--- src/rtl/axi4_rw_addr_sched_if.sv ---
// Bundle of the request, scheduled-address, completion and counter signals
// of axi4_rw_addr_sched. slave = scheduler view, master = surrounding logic.
interface axi4_rw_addr_sched_if #(
    parameter int ASIZE = 32,
    parameter int LSIZE = 8
);
    logic             wr_valid;
    logic             wr_ready;
    logic [ASIZE-1:0] wr_addr;
    logic [LSIZE-1:0] wr_len;
    logic             rd_valid;
    logic             rd_ready;
    logic [ASIZE-1:0] rd_addr;
    logic [LSIZE-1:0] rd_len;
    logic             out_valid;
    logic             out_ready;
    logic [ASIZE-1:0] out_addr;
    logic [LSIZE-1:0] out_len;
    logic             out_write;
    logic             wr_done;
    logic             rd_done;
    logic [7:0]       wr_cnt;
    logic [7:0]       rd_cnt;

    modport slave (
        input  wr_valid, wr_addr, wr_len, rd_valid, rd_addr, rd_len,
        input  out_ready, wr_done, rd_done,
        output wr_ready, rd_ready, out_valid, out_addr, out_len, out_write,
        output wr_cnt, rd_cnt
    );

    modport master (
        output wr_valid, wr_addr, wr_len, rd_valid, rd_addr, rd_len,
        output out_ready, wr_done, rd_done,
        input  wr_ready, rd_ready, out_valid, out_addr, out_len, out_write,
        input  wr_cnt, rd_cnt
    );
endinterface

--- src/rtl/axi4_rw_addr_sched.sv ---
// Weighted round-robin AW/AR scheduler onto one registered, tagged address channel.
// Optional read-after-write page blocking is enabled by defining AXI4_SCHED_RAW_CHECK_EN.
module axi4_rw_addr_sched #(
    parameter int ASIZE           = 32,
    parameter int LSIZE           = 8,
    parameter int MAX_OUTSTANDING = 8,
    parameter int WR_WEIGHT       = 4,
    parameter int RD_WEIGHT       = 4
) (
    input  logic                 clock,
    input  logic                 rst,
    axi4_rw_addr_sched_if.slave  bus
);
    typedef enum logic [1:0] {IDLE, WR, RD} state_t;

    localparam logic [8:0] MAX_OUT = 9'(MAX_OUTSTANDING);
    localparam logic [7:0] WR_W    = 8'(WR_WEIGHT);
    localparam logic [7:0] RD_W    = 8'(RD_WEIGHT);

    state_t           state, state_nxt;
    logic [7:0]       streak, streak_nxt;
    logic [7:0]       wr_cnt_q, rd_cnt_q;
    logic             out_valid_q, out_write_q;
    logic [ASIZE-1:0] out_addr_q;
    logic [LSIZE-1:0] out_len_q;
    logic             load, wr_grant, rd_grant;
    logic             wr_elig, rd_elig, raw_block;
    logic [8:0]       wr_inflight, rd_inflight;
    logic             wr_inc, wr_dec, rd_inc, rd_dec;

    assign load = !out_valid_q || bus.out_ready;

    // The entry parked in the output register is not yet counted, so it is added here
    // to keep the per-direction total at MAX_OUTSTANDING.
    assign wr_inflight = {1'b0, wr_cnt_q} + {8'd0, out_valid_q &&  out_write_q};
    assign rd_inflight = {1'b0, rd_cnt_q} + {8'd0, out_valid_q && !out_write_q};

    assign wr_elig = bus.wr_valid && (wr_inflight < MAX_OUT);
    assign rd_elig = bus.rd_valid && (rd_inflight < MAX_OUT) && !raw_block;

`ifdef AXI4_SCHED_RAW_CHECK_EN
    logic [ASIZE-13:0] wr_page_q;

    always_ff @(posedge clock or posedge rst) begin
        if (rst) begin
            wr_page_q <= '0;
        end else if (out_valid_q && bus.out_ready && out_write_q) begin
            wr_page_q <= out_addr_q[ASIZE-1:12];
        end
    end

    assign raw_block = (wr_cnt_q != 8'd0) && (bus.rd_addr[ASIZE-1:12] == wr_page_q);
`else
    assign raw_block = 1'b0;
`endif

    always_ff @(posedge clock or posedge rst) begin
        if (rst) begin
            state  <= IDLE;
            streak <= '0;
        end else begin
            state  <= state_nxt;
            streak <= streak_nxt;
        end
    end

    // A cycle that changes state never grants; the new direction is served next cycle.
    always_comb begin
        state_nxt  = state;
        streak_nxt = streak;
        wr_grant   = 1'b0;
        rd_grant   = 1'b0;
        case (state)
            IDLE: begin
                if (wr_elig)      state_nxt = WR;
                else if (rd_elig) state_nxt = RD;
            end
            WR: begin
                if (rd_elig && (streak == WR_W || !wr_elig)) begin
                    state_nxt = RD;
                end else if (!wr_elig && !rd_elig) begin
                    state_nxt = IDLE;
                end else begin
                    wr_grant = load;
                    if (load && streak != WR_W) streak_nxt = streak + 8'd1;
                end
            end
            RD: begin
                if (wr_elig && (streak == RD_W || !rd_elig)) begin
                    state_nxt = WR;
                end else if (!wr_elig && !rd_elig) begin
                    state_nxt = IDLE;
                end else begin
                    rd_grant = load;
                    if (load && streak != RD_W) streak_nxt = streak + 8'd1;
                end
            end
            default: state_nxt = IDLE;
        endcase
        if (state_nxt != state) streak_nxt = '0;
    end

    always_ff @(posedge clock or posedge rst) begin
        if (rst) begin
            out_valid_q <= 1'b0;
            out_write_q <= 1'b0;
            out_addr_q  <= '0;
            out_len_q   <= '0;
        end else if (load) begin
            out_valid_q <= wr_grant || rd_grant;
            if (wr_grant) begin
                out_write_q <= 1'b1;
                out_addr_q  <= bus.wr_addr;
                out_len_q   <= bus.wr_len;
            end else if (rd_grant) begin
                out_write_q <= 1'b0;
                out_addr_q  <= bus.rd_addr;
                out_len_q   <= bus.rd_len;
            end
        end
    end

    assign wr_inc = out_valid_q && bus.out_ready &&  out_write_q;
    assign rd_inc = out_valid_q && bus.out_ready && !out_write_q;
    assign wr_dec = bus.wr_done && (wr_cnt_q != 8'd0);
    assign rd_dec = bus.rd_done && (rd_cnt_q != 8'd0);

    always_ff @(posedge clock or posedge rst) begin
        if (rst) begin
            wr_cnt_q <= '0;
            rd_cnt_q <= '0;
        end else begin
            if (wr_inc && !wr_dec && wr_cnt_q != 8'hFF) wr_cnt_q <= wr_cnt_q + 8'd1;
            else if (wr_dec && !wr_inc)                 wr_cnt_q <= wr_cnt_q - 8'd1;
            if (rd_inc && !rd_dec && rd_cnt_q != 8'hFF) rd_cnt_q <= rd_cnt_q + 8'd1;
            else if (rd_dec && !rd_inc)                 rd_cnt_q <= rd_cnt_q - 8'd1;
        end
    end

    assign bus.wr_ready  = wr_grant;
    assign bus.rd_ready  = rd_grant;
    assign bus.out_valid = out_valid_q;
    assign bus.out_addr  = out_addr_q;
    assign bus.out_len   = out_len_q;
    assign bus.out_write = out_write_q;
    assign bus.wr_cnt    = wr_cnt_q;
    assign bus.rd_cnt    = rd_cnt_q;
endmodule

--- src/flat_wrapper.sv ---
// flat-port wrapper written by rule: the top's interface ports become plain ports
module axi4_rw_addr_sched_flat 
#(
    parameter int ASIZE           = 32,
    parameter int LSIZE           = 8,
    parameter int MAX_OUTSTANDING = 8,
    parameter int WR_WEIGHT       = 4,
    parameter int RD_WEIGHT       = 4
)
  (clock, rst, bus_wr_valid, bus_wr_addr, bus_wr_len, bus_rd_valid, bus_rd_addr, bus_rd_len, bus_out_ready, bus_wr_done, bus_rd_done, bus_wr_ready, bus_rd_ready, bus_out_valid, bus_out_addr, bus_out_len, bus_out_write, bus_wr_cnt, bus_rd_cnt);
  axi4_rw_addr_sched_if #(.ASIZE(ASIZE), .LSIZE(LSIZE)) bus_i ();
  input  logic clock;
  input  logic rst;
  input wire logic [$bits(bus_i.wr_valid)-1:0] bus_wr_valid;
  input wire logic [$bits(bus_i.wr_addr)-1:0] bus_wr_addr;
  input wire logic [$bits(bus_i.wr_len)-1:0] bus_wr_len;
  input wire logic [$bits(bus_i.rd_valid)-1:0] bus_rd_valid;
  input wire logic [$bits(bus_i.rd_addr)-1:0] bus_rd_addr;
  input wire logic [$bits(bus_i.rd_len)-1:0] bus_rd_len;
  input wire logic [$bits(bus_i.out_ready)-1:0] bus_out_ready;
  input wire logic [$bits(bus_i.wr_done)-1:0] bus_wr_done;
  input wire logic [$bits(bus_i.rd_done)-1:0] bus_rd_done;
  output wire logic [$bits(bus_i.wr_ready)-1:0] bus_wr_ready;
  output wire logic [$bits(bus_i.rd_ready)-1:0] bus_rd_ready;
  output wire logic [$bits(bus_i.out_valid)-1:0] bus_out_valid;
  output wire logic [$bits(bus_i.out_addr)-1:0] bus_out_addr;
  output wire logic [$bits(bus_i.out_len)-1:0] bus_out_len;
  output wire logic [$bits(bus_i.out_write)-1:0] bus_out_write;
  output wire logic [$bits(bus_i.wr_cnt)-1:0] bus_wr_cnt;
  output wire logic [$bits(bus_i.rd_cnt)-1:0] bus_rd_cnt;
  assign bus_i.wr_valid = bus_wr_valid;
  assign bus_i.wr_addr = bus_wr_addr;
  assign bus_i.wr_len = bus_wr_len;
  assign bus_i.rd_valid = bus_rd_valid;
  assign bus_i.rd_addr = bus_rd_addr;
  assign bus_i.rd_len = bus_rd_len;
  assign bus_i.out_ready = bus_out_ready;
  assign bus_i.wr_done = bus_wr_done;
  assign bus_i.rd_done = bus_rd_done;
  assign bus_wr_ready = bus_i.wr_ready;
  assign bus_rd_ready = bus_i.rd_ready;
  assign bus_out_valid = bus_i.out_valid;
  assign bus_out_addr = bus_i.out_addr;
  assign bus_out_len = bus_i.out_len;
  assign bus_out_write = bus_i.out_write;
  assign bus_wr_cnt = bus_i.wr_cnt;
  assign bus_rd_cnt = bus_i.rd_cnt;
  axi4_rw_addr_sched #(.ASIZE(ASIZE), .LSIZE(LSIZE), .MAX_OUTSTANDING(MAX_OUTSTANDING), .WR_WEIGHT(WR_WEIGHT), .RD_WEIGHT(RD_WEIGHT)) u_core (.clock(clock), .rst(rst), .bus(bus_i));
endmodule
--- config.mk ---
export PLATFORM = sky130hd
export DESIGN_NAME = axi4_rw_addr_sched_flat
export DESIGN_NICKNAME = d
export VERILOG_FILES = /design/src/rtl/axi4_rw_addr_sched_if.sv /design/src/rtl/axi4_rw_addr_sched.sv /design/src/flat_wrapper.sv
export SDC_FILE = /design/constraint.sdc
export NUM_CORES = 1
export LEC_CHECK = 0
export ABC_AREA = 1
export CORE_MARGIN = 4
export CORE_UTILIZATION = 46
export CTS_CLUSTER_SIZE = 30
export DETAILED_ROUTE_END_ITERATION = 12
export GPL_TIMING_DRIVEN = 0
export PLACE_DENSITY = 0.84
export SLEW_MARGIN = 20
export SYNTH_ARGS = -nofsm -noshare
export SYNTH_HDL_FRONTEND = slang
export SYNTH_SLANG_ARGS = --single-unit
--- constraint.sdc ---
create_clock -name clock -period 2.6 [get_ports clock]
set_input_delay 0.39 -clock clock [delete_from_list [all_inputs] [get_ports clock]]
set_output_delay 0.39 -clock clock [all_outputs]
set_load 0.01 [all_outputs]
**Word-level counts from Yosys, hierarchy flattened**

Cells that the tools add are included.
W data, S select, Z words.

- Register bits after elaboration: 68
- Output and inout bits: 60

- Add/subtract/negate cells: 7
- Order comparisons: 2
- Equality and inequality tests: 9
- Muxes and demuxes: 27
- Reduce and logical (&&, ||, !) cells: 40

Operators by type and width:

| cell | number |
|---|---|
| $mux W8 | 11 |
| $mux W32 | 2 |
| $add A8 B1 Y8 const B | 3 |
| $logic_and A1 B1 Y1 | 19 |
| $add A8 B1 Y9 | 2 |
| $lt A9 B4 Y1 const B | 2 |
| $ne A8 B8 Y1 const B | 2 |
| $pmux W8 S2 | 1 |
| $reduce_bool A8 Y1 | 2 |
| $sub A8 B1 Y8 const B | 2 |
| $mux W2 | 5 |
| $eq A8 B3 Y1 const B | 1 |
| $logic_not A1 Y1 | 8 |
| $ne A8 B3 Y1 const B | 1 |
| $mux W1 | 7 |
| $ne A3 B3 Y1 const B | 2 |
| $pmux W2 S3 | 1 |
| $reduce_bool A2 Y1 | 3 |
| $logic_or A1 B1 Y1 | 4 |
| $reduce_and A3 Y1 | 1 |
| $reduce_bool A3 Y1 | 1 |
| $eq A2 B1 Y1 const B | 1 |
| $eq A2 B2 Y1 const B | 1 |
| $logic_not A2 Y1 | 1 |
| other kinds (2) | 2 |

**Longest topological paths before layout**

- Depth after elaboration: 13
- Gate-level depth with buffers: 14
- Depth with buffers taken out: 14

**Least setup slack after synthesis**

Ideal clock, no wire load.

- Path kind: flip-flop to flip-flop
- From: reg u_core.rd_cnt_q[0] (netlist: u_core.bus.rd_cnt[0])
- To: reg u_core.rd_cnt_q[6] (netlist: u_core.bus.rd_cnt[6])
- Arrival: 2.354 ns
- Path slack: 0.121 ns
- Stages on the path, launching flop included: 11
- Path buffers: 0
- Clock period less this slack: 2.479 ns
- Cells stage by stage: dfrtp_1 > nand2_1 > o41ai_2 > ha_1 > nand3_1 > nand3_1 > a21oi_1 > nor2_1 > nor2_1 > xor2_1 > a21oi_1

- Longest elaborated chain between the ends: 6
- Elaborated cells between the ends (all ways): 12
- Classes of those cells: add/sub (2); eq/ne (1); mux (2); reduce/logical (7)

RTL lines:

| element | RTL line | text |
|---|---|---|
| start, declared | axi4_rw_addr_sched.sv:22 | `logic [7:0] wr_cnt_q, rd_cnt_q;` |
| start signal, assigned | axi4_rw_addr_sched.sv:135 | `if (rd_inc && !rd_dec && rd_cnt_q != 8'hFF) rd_cnt_q <= rd_cnt_q + 8'd1;` |
| start signal, assigned | axi4_rw_addr_sched.sv:136 | `else if (rd_dec && !rd_inc) rd_cnt_q <= rd_cnt_q - 8'd1;` |
| parallel branches: the longest is 6 deep, another holds $sub A8 B1 Y8 | - |  |

Parallel ways; which one is timed is not known. The select of a mux whose other input is x is not followed.
A chain may end at the register's enable or synchronous reset.

**Worst setup path in the final report**

- From: reg u_core.rd_cnt_q[3] (netlist: u_core.bus.rd_cnt[3])
- To: reg u_core.rd_cnt_q[5] (netlist: u_core.bus.rd_cnt[5])

The elaborated chain is that of the path after synthesis.

==> metrics <==
status=completed; skew final=~0.016 ns; DPL Wire Length=9010 um; critical path class=reg -> reg; Netlist cell types=35; Vias=4,178; commonest non-fill, non-tap cell in the layout=clkdlybuf4s50_1; CP startpoint kind=flip-flop; WP data required=~2.8 ns; Net count, final=796; clock sinks=68; register area=1710 um2; Synth Register Bits=a little under 70; Detailed Route WL=12,200 um; Yosys top cell area share=41.6%; post-DR wirelength/cell=about 15 um; Peak VDD IR=between 0.0006 and 0.0007 V; Port-buffer cells=146; Setup TNS Final=0 ns; Finished Cell Area=6230 um2; Hold-fix buffers, CTS=0; die span in x=102 um; largest net degree at the start of global routing=36; remaining global-route overflow=0; maximum buffer depth of the clock tree=2; area grow syn2layout=52.4%; Die Span Y=102 um; die area=10,500 um2; final setup fails=0; clk_lat worst skew=0.34 ns; Worst Hold Class=in -> async; async set or reset register ratio after synthesis=100%; power density cells=roughly 760 nW/um2; DRT antenna net count=0; CTS tree=built; multi-input combinational cell area=2200 um2; commonest cells after routing, fill and taps aside=clkdlybuf4s50_1 (144), nand2_1 (140), nor2_1 (69); global-route wire length before repair=approximately 19,000 um; final hold vios=0; Fmax achieved=between 0.3 and 0.4 GHz; initial antenna violation count=0; max-capacitance violation count=0; fillers=654; Initial Util=47.1%; clk slew on worst S/H paths=0.08 ns; GRT Total Usage=about 22%; core area=just under 9000 um2; drt pass-1 iters=8; synth warn=0; crit path time final=between 2 and 3 ns; Site Rows=34; # IOs=roughly 150; H-tree lvl count=3; DRC marker count from the first detailed-route iteration=200; gpl congestion=0.863; Leakage=2.78 nW; Root Buffer=clkbuf_8; ys flop type=dfrtp_1; Remaining DRCs=0; RSZ-0062 raised after global routing=yes; Max-Slew Margin vs Limit=65.3%; CP arrival=roughly 2.7 ns; Seq/Total Area, Yosys=41.6%; Least-Margin Pin Slew=between 0.5 and 0.6 ns; n_diodes=0; share of post-route cells with drive strength above 1=17.2%; cell accounting for the most synthesized area=dfrtp_1; synthesized area=4090 um2; via/cell ratio=5.18; Num CTS Buffers=9; critical-path maximum fanout=7; Post-synth EDFFs=0; dpl cell area=5710 um2; fin crit share=96.5%; Syn Nets=slightly above 600; number of global-route vias before repair=4,073; Max Slew Vio Count=0; Setup crit end kind=flip-flop; syn avg cell area=7.96 um2; Synth Instances=just over 500; top cells by area, synth=dfrtp_1 (42%), nand2_1 (13%), nor2_1 (6.4%)
[worst max-delay path: stages, from the launching register on]
cell,delay (ns)
dfrtp_1,0.43
inv_2,0.12
nand2_2,0.09
o21a_1,0.22
nor2_2,0.16
o41ai_4,0.15
ha_1,0.37
nand3_1,0.12
nand3_2,0.09
nand2_1,0.07
nand2_1,0.09
a21oi_2,0.06
or2_2,0.26
nand2_1,0.06
a21oi_1,0.06
[path summary, 6_finish.rpt]
check	start	slack (ns)	end	cells after the start
max	u_core.bus.rd_cnt[3]$_DFFE_PP0P_	0.09	u_core.bus.rd_cnt[5]$_DFFE_PP0P_	14
min	rst	0.40	u_core.bus.out_addr[3]$_DFFE_PP0P_	2
max reg2reg	u_core.bus.rd_cnt[3]$_DFFE_PP0P_	0.09	u_core.bus.rd_cnt[5]$_DFFE_PP0P_	14
min reg2reg	u_core.bus.wr_cnt[7]$_DFFE_PP0P_	0.55	u_core.bus.wr_cnt[7]$_DFFE_PP0P_	1
max in group asynchronous	rst	1.62	u_core.bus.rd_cnt[6]$_DFFE_PP0P_	3
min in group clock	u_core.bus.wr_cnt[7]$_DFFE_PP0P_	0.55	u_core.bus.wr_cnt[7]$_DFFE_PP0P_	1
[kinds of logic (layout without fill, tap and decap cells)]
family	count (synthesis)	after routing	share of synthesized area [%]
AOI/OAI and AO/OA	78	78	12.8
xor gates and xnor gates	12	12	2.57
adders and majority gates	16	16	5.26
buffers and inverters	60	244	7.34
DFF	68	68	41.6
and+or+nand+nor	280	280	30.4
[cell type report]
type,instances,share of cell area [%]
Clock inverter,6,1.79
Inverter,42,2.57
Clock buffer,10,2.21
Sequential cell,68,27.5
Timing Repair Buffer,168,26.2
Multi-Input combinational cell,386,35.2
Buffer,18,2.35
Tap cell,108,2.17
[flip-flops by register name, summed over array words and instances, names as in the netlist]
register              count
u_core.bus.out_addr      32
u_core.bus.out_len        8
u_core.bus.rd_cnt         8
u_core.bus.wr_cnt         8
u_core.streak             8
u_core.state              2
u_core.bus.out_valid      1
u_core.bus.out_write      1
[report_power, final]
part / internal (W) / switching [W] / total, W
Clock: 0.000664 / 0.000414 / 0.00108
Sequential: 0.00129 / 0.000245 / 0.00154
Combinational: 0.00112 / 0.000998 / 0.00212
Total: 0.00307 / 0.00166 / 0.00473
[repair_timing]
item                                    4_1_cts  5_1_grt
gates resized for setup                      11       24
pin swaps                                     4        8
endpoints found under the setup margin        8        6
buffers inserted                              3       18
hold endpoints to repair                      0        0
cloned                                        0        0
[routing by layer]
layer / global-route usage, % / wire, um
met1: 27.7 / 4850
met2: 39.4 / 6460
met3: 3.28 / 638
met4: 6.66 / 238
met5: 0 / 0
[per-stage QoR]
stage          instances  worst slack [ns]  utilization (%)  total power, W  hold WS (ns)
4_1_cts              788            0.0199             69.3         0.00450         0.414
5_1_grt              806           -0.0983             71.8         0.00505         0.421
2_1_floorplan        514             0.121                -         0.00256         0.480
3_3_place_gp         768            -0.681             65.5         0.00330         0.515
3_5_place_dp         769            -0.430             65.8         0.00340         0.536
6_report             806            0.0903             71.8         0.00473         0.402
[cell usage after synthesis, types with 2 or more instances]
cell type  number
a31oi_1        38
nand3_1        27
buf_4           5
ha_1           14
nor4_1          2
a31oi_2         6
inv_2           3
xor2_1          7
inv_1          39
nand2_1       142
nor2_4          3
nor3_1          3
nor2_2          7
o211ai_1        2
nor2_1         70
o21ai_0         5
nand4_1         6
a21oi_1        15
xnor2_1         5
nand2_4         2
nand2_2         9
o2111ai_1       2
fa_1            2
or2_2           5
buf_8           4
dfrtp_1        68
nand4_4         2
o21ai_1         6
buf_2           9
(Power assumes the default switching activity.)
